### src/rtl/rr_arbiter16.sv
// Round-robin arbiter: 16 requesters, rotating "highest index first" scan, grant held until done/withdraw.
// Registered outputs, one edge from req to grant. Optional forced release after MAX_HOLD cycles under ARB_TIMEOUT_EN.
module rr_arbiter16 #(
  parameter int N    = 16,
  parameter int IDXW = 4
`ifdef ARB_TIMEOUT_EN
  ,
  parameter int MAX_HOLD = 8
`endif
) (
  input  logic            clk,
  input  logic            rst_n,
  input  logic            arb_en,
  input  logic [N-1:0]    req,
  input  logic            done,
  output logic [N-1:0]    grant,
  output logic [IDXW-1:0] grant_idx,
  output logic            grant_valid,
  output logic            timeout
);

  typedef enum logic {IDLE, GRANT} state_t;

  state_t          state_q, state_d;
  logic [IDXW-1:0] ptr_q, ptr_d;
  logic [IDXW-1:0] idx_q, idx_d;
  logic [N-1:0]    grant_q, grant_d;
  logic            vld_q, vld_d;
  logic            new_grant;

  logic [IDXW:0]   win_idle, win_rel;
  logic [IDXW-1:0] rel_ptr;
  logic            release_n, release_f;

  // Upper copy keeps only indices <= p so they outrank the wrapped-around lower copy.
  function automatic logic [IDXW:0] pick(input logic [N-1:0] r, input logic [IDXW-1:0] p);
    logic [N-1:0]   lo_mask;
    logic [2*N-1:0] dbl;
    logic [IDXW:0]  res;
    for (int k = 0; k < N; k++) lo_mask[k] = (k <= int'(p));
    dbl = {r & lo_mask, r};
    res = '0;
    for (int k = 0; k < 2*N; k++) begin
      if (dbl[k]) res = {1'b1, IDXW'(k % N)};
    end
    return res;
  endfunction

  assign rel_ptr   = idx_q - IDXW'(1);
  assign win_idle  = pick(req, ptr_q);
  assign win_rel   = pick(req, rel_ptr);
  assign release_n = (state_q == GRANT) && (done || !req[idx_q]);

`ifdef ARB_TIMEOUT_EN
  localparam logic [7:0] HOLD_LAST = 8'(MAX_HOLD - 1);
  logic [7:0] hold_q, hold_d;
  logic       to_q, to_d;

  assign release_f = (state_q == GRANT) && !release_n && (hold_q == HOLD_LAST);
`else
  assign release_f = 1'b0;
`endif

  always_comb begin
    state_d   = state_q;
    ptr_d     = ptr_q;
    idx_d     = idx_q;
    grant_d   = grant_q;
    vld_d     = vld_q;
    new_grant = 1'b0;
    if (state_q == IDLE) begin
      if (arb_en && win_idle[IDXW]) begin
        state_d          = GRANT;
        idx_d            = win_idle[IDXW-1:0];
        grant_d          = '0;
        grant_d[idx_d]   = 1'b1;
        vld_d            = 1'b1;
        new_grant        = 1'b1;
      end
    end else if (release_n || release_f) begin
      ptr_d = rel_ptr;
      if (arb_en && win_rel[IDXW]) begin
        idx_d          = win_rel[IDXW-1:0];
        grant_d        = '0;
        grant_d[idx_d] = 1'b1;
        new_grant      = 1'b1;
      end else begin
        state_d = IDLE;
        idx_d   = '0;
        grant_d = '0;
        vld_d   = 1'b0;
      end
    end
  end

  always_ff @(posedge clk or negedge rst_n) begin
    if (!rst_n) begin
      state_q <= IDLE;
      ptr_q   <= '1;
      idx_q   <= '0;
      grant_q <= '0;
      vld_q   <= 1'b0;
    end else begin
      state_q <= state_d;
      ptr_q   <= ptr_d;
      idx_q   <= idx_d;
      grant_q <= grant_d;
      vld_q   <= vld_d;
    end
  end

`ifdef ARB_TIMEOUT_EN
  always_comb begin
    to_d = release_f;
    if (new_grant || state_d == IDLE) hold_d = '0;
    else if (state_q == GRANT)        hold_d = hold_q + 8'd1;
    else                              hold_d = hold_q;
  end

  always_ff @(posedge clk or negedge rst_n) begin
    if (!rst_n) begin
      hold_q <= '0;
      to_q   <= 1'b0;
    end else begin
      hold_q <= hold_d;
      to_q   <= to_d;
    end
  end

  assign timeout = to_q;
`else
  assign timeout = 1'b0;
`endif

  assign grant       = grant_q;
  assign grant_idx   = idx_q;
  assign grant_valid = vld_q;

endmodule

### config.mk
export PLATFORM = sky130hd
export DESIGN_NAME = rr_arbiter16
export DESIGN_NICKNAME = d
export VERILOG_FILES = /design/src/rtl/rr_arbiter16.sv
export SDC_FILE = /design/constraint.sdc
export NUM_CORES = 1
export LEC_CHECK = 0
export CAP_MARGIN = 30
export CORE_MARGIN = 2
export CORE_UTILIZATION = 40
export DETAILED_ROUTE_END_ITERATION = 8
export GPL_TIMING_DRIVEN = 0
export PLACE_DENSITY_LB_ADDON = 0.15
export SKIP_LAST_GASP = 1
export SYNTH_ARGS = -nofsm -noshare
export SYNTH_HDL_FRONTEND = slang
export SYNTH_SLANG_ARGS = --single-unit
export TNS_END_PERCENT = 5
### constraint.sdc
create_clock -name clk -period 7.6 [get_ports clk]
set_input_delay 1.52 -clock clk [delete_from_list [all_inputs] [get_ports clk]]
set_output_delay 1.52 -clock clk [all_outputs]
set_load 0.01 [all_outputs]
==> summary.json <==
{
  "synth_common_cells": {"value": "sky130_fd_sc_hd__nand2_1 (42), sky130_fd_sc_hd__nor2_1 (35), sky130_fd_sc_hd__a21oi_1 (23)"},
  "detail_route.wirelength": {"value": 9091, "unit": "um"},
  "timing.setup.tns": {"value": 0, "unit": "ns"},
  "antenna_cells": {"value": 0},
  "peakVddDrop": {"value": 0.0002170, "unit": "V"},
  "tritoncts_num_sinks": {"value": 26},
  "grtUsageTotal": {"value": 24.43, "unit": "%"},
  "place.detailed.hpwl": {"value": 7024, "unit": "um"},
  "cts_hold_buffers": {"value": 0},
  "synth_ff_type": {"value": "sky130_fd_sc_hd__dfrtp_1"},
  "xor_xnor_cell_area_share_of_the_yosys_netlist": {"value": 1.506, "unit": "%"},
  "fin_crit_sh": {"value": 54.20, "unit": "%"},
  "synth_area_leader_cell": {"value": "sky130_fd_sc_hd__dfrtp_1"},
  "timing.hold.worst.class": {"value": "register to register"},
  "synth_simple_gate_area_share": {"value": 26.43, "unit": "%"},
  "detailedRoute.firstIterationViolations": {"value": 291},
  "run_status": {"value": "finished clean"},
  "rrSetupSlack": {"value": 3.97, "unit": "ns"},
  "final.setup_skew": {"value": 0.003207, "unit": "ns"},
  "power_density": {"value": 460.4, "unit": "mW/mm^2"},
  "synth-edff-count": {"value": 0},
  "min_delay_worst_endpoint": {"value": "grant[15]"},
  "worst_r2r_end": {"value": "grant[2]"},
  "numCtsBuffers": {"value": 3},
  "post_synth_num_cell_types": {"value": 78},
  "synth.net_count": {"value": 375},
  "slowest_cell_delay_on_critical_path": {"value": 0.57, "unit": "ns"},
  "h-tree-depth": {"value": 1},
  "via_count_of_the_first_global_routing_pass": {"value": 2913},
  "clk_root_buffer_cell": {"value": "sky130_fd_sc_hd__clkbuf_8"},
  "initial_utilization": {"value": 40.80, "unit": "%"},
  "tritoncts": {"value": "built"},
  "synth.most_common_cell": {"value": "sky130_fd_sc_hd__nand2_1"},
  "critPathMostFrequentCell": {"value": "sky130_fd_sc_hd__nor2_1"},
  "synthMuxAreaShare": {"value": 4.062, "unit": "%"},
  "route.detailed.drc": {"value": 0},
  "vias_per_cell": {"value": 6.424},
  "max_slew_margin": {"value": 52.39, "unit": "%"},
  "rows": {"value": 30},
  "utilization": {"value": 48.98, "unit": "%"},
  "maxCapViolCount": {"value": 0},
  "yosysWarnings": {"value": 0},
  "cts.clk_slew.worst_paths": {"value": 0.09, "unit": "ns"},
  "place.gp.congestion": {"value": 0.9572},
  "rsz0062_at_grt": {"value": "no"},
  "ctsLongestPathBuffers": {"value": 2},
  "source_to_sink_clock_delay_at_the_later_pin_of_the_worst_skew_pair": {"value": 0.27, "unit": "ns"},
  "grt_max_degree": {"value": 21},
  "grt_pass1_wl": {"value": 14670, "unit": "um"},
  "antenna_left": {"value": 0},
  "hold_viol": {"value": 0},
  "cts.repair.resized": {"value": 0},
  "worstSetupPathType": {"value": "input port to register"},
  "r2r-start": {"value": "grant_idx[0]"},
  "synth_top_area_share": {"value": 20.08, "unit": "%"},
  "vias": {"value": 3032},
  "cp_data_arrival_time": {"value": 4.28, "unit": "ns"},
  "grt.overflow.total": {"value": 0},
  "fp.dieArea": {"value": 0.007532, "unit": "sq mm"},
  "initial_antenna_violation_count": {"value": 0},
  "hold-path-cell-count": {"value": 2},
  "critical_path.startpoint_type": {"value": "input port"},
  "timing.critical_path.required": {"value": 7.76, "unit": "ns"},
  "final_nets": {"value": 416},
  "wire_per_inst": {"value": 19.26, "unit": "um"},
  "max_freq": {"value": 242.8, "unit": "MHz"},
  "synthTopCellsByArea": {"value": "sky130_fd_sc_hd__dfrtp_1 (20%), sky130_fd_sc_hd__nand2_1 (5.8%), sky130_fd_sc_hd__nor2_1 (4.8%)"},
  "ios": {"value": 42},
  "max_slew_violation_total_from_the_final_report": {"value": 0},
  "synth_top_family_by_area": {"value": "compound AO/OA/AOI/OAI gates"},
  "ys_async_sr_fraction": {"value": 100.0, "unit": "%"},
  "sequential_to_total_area_share_from_yosys_stat": {"value": 23.92, "unit": "%"},
  "synth_area_per_cell": {"value": 7.788, "unit": "sq um"},
  "filler_cells_inserted": {"value": 674},
  "nature_of_the_critical_path_endpoint": {"value": "register"},
  "finalWorstPathRequiredPeriod": {"value": 4.119, "unit": "ns"},
  "synth-adder-area-share": {"value": 1.369, "unit": "%"},
  "die_y": {"value": 86.79, "unit": "um"},
  "crit_fanout": {"value": 10},
  "max_slew.worst_pin.slew": {"value": 0.7080, "unit": "ns"},
  "drt_pre_antenna_iters": {"value": 5},
  "fraction_of_final_layout_cells_with_drive_strength_greater_than_1": {"value": 10.71, "unit": "%"},
  "yosys_register_bits": {"value": 26},
  "cell_count_after_synthesis": {"value": 352},
  "area_growth": {"value": 20.04, "unit": "%"},
  "cell_area_after_technology_mapping": {"value": 0.002741, "unit": "sq mm"},
  "hp-start": {"value": "grant[15]"},
  "postCtsSetupRepairBufs": {"value": 0},
  "p_leak": {"value": 1.258, "unit": "nW"},
  "portBuffers": {"value": 35},
  "timing.reg2reg.worst_path_depth": {"value": 12},
  "synth_compound_area_share": {"value": 36.70, "unit": "%"},
  "setup_violations": {"value": 0},
  "placeableCoreArea": {"value": 0.006719, "unit": "sq mm"},
  "die_w": {"value": 86.79, "unit": "um"},
  "crit_path_cells": {"value": "clkdlybuf4s50_1 -> clkbuf_1 -> mux4_2 -> nor2_1 -> o32ai_2 -> nand2_1 -> o21ai_4 -> or3_1 -> nor2_1 -> a221o_1"},
  "slowest_stage": {"value": "sky130_fd_sc_hd__o32ai_2"}
}
==> state kept, by name, indices dropped and copies added, names as in the netlist <==
name         flops
grant           16
grant_idx        4
ptr_q            4
grant_valid      1
state_q          1
==> power breakdown <==
part / switching (mW) / internal (mW)
Combinational: 0.701 / 0.448
Clock: 0.0440 / 0.0704
Sequential: 0.0472 / 0.204
Total: 0.792 / 0.723
==> per-stage QoR <==
stage	cells	power, mW	worst slack [ns]	instance area [sq um]	hold WS (ns)
final	472	1.515	3.481	3291	0.5027
after floorplan	352	1.040	4.066	2741	0.5217
after CTS	472	1.502	3.485	3291	0.5085
after global routing	472	1.637	3.206	3291	0.5334
after global placement	467	1.372	3.194	3192	0.4837
after detailed placement	468	1.378	3.197	3219	0.4733
==> cell families (layout without fill, tap and decap cells) <==
group / Yosys count / after routing
adders and majority gates: 3 / 3
other: 1 / 1
xor gates and xnor gates: 3 / 3
and+or+nand+nor: 142 / 142
DFF: 26 / 26
AOI/OAI and AO/OA: 135 / 135
buffers and inverters: 36 / 76
muxes: 6 / 6
==> layout by cell type (no fill, tap or decap), drive strengths merged, types with 7 or more instances in the layout <==
cell and instances:
a21oi 25, a31oi 8, buf 10, clkbuf 19, clkdlybuf4s50 35, dfrtp 22
inv 11, nand2 43, nor2 35, nor3 8, o21ai 24, o221ai 12
or2 7
==> worst max-delay path by stage <==
stage	start	endpoint	slack, ns	cells past startpoint
floorplan	req[5]	grant[8]	4.07	9
detailed placement	req[4]	grant_idx[2]	3.20	9
CTS	req[4]	grant_idx[2]	3.49	9
global route	req[4]	grant[9]	3.21	10
global placement	req[4]	grant_idx[2]	3.19	9
finish	req[4]	grant[8]	3.48	10
==> per-layer routing <==
metal  routed length (um)  share of wire (%)  vias up  track usage (%)
li1                     -                  -     1421                -
met1                 4147                 46     1438            34.08
met2                 4184                 46      156            39.69
met3                  564                6.2       17            2.190
met4                  194                2.1        0            8.097
met5                    0                  0        -                0
==> cell type report <==
class | count | area, sq um | area share, %
flip-flops and latches | 26 | 655.6 | 19.92
clock buffers | 3 | 41.29 | 1.255
repair buffers | 36 | 377.9 | 11.48
plain buffers | 25 | 120.1 | 3.650
multi-input cells | 290 | 1924 | 58.48
well taps | 80 | 100.1 | 3.042
inverters | 11 | 41.29 | 1.255
clock inverters | 1 | 30.03 | 0.9125
==> critical path: cells and delay by family <==
kind,cells,cell delay (ns)
compound gates,3,0.99
buf+inv,2,0.85
simple gates,4,0.59
mux,1,0.32
(Power assumes the default switching activity.)
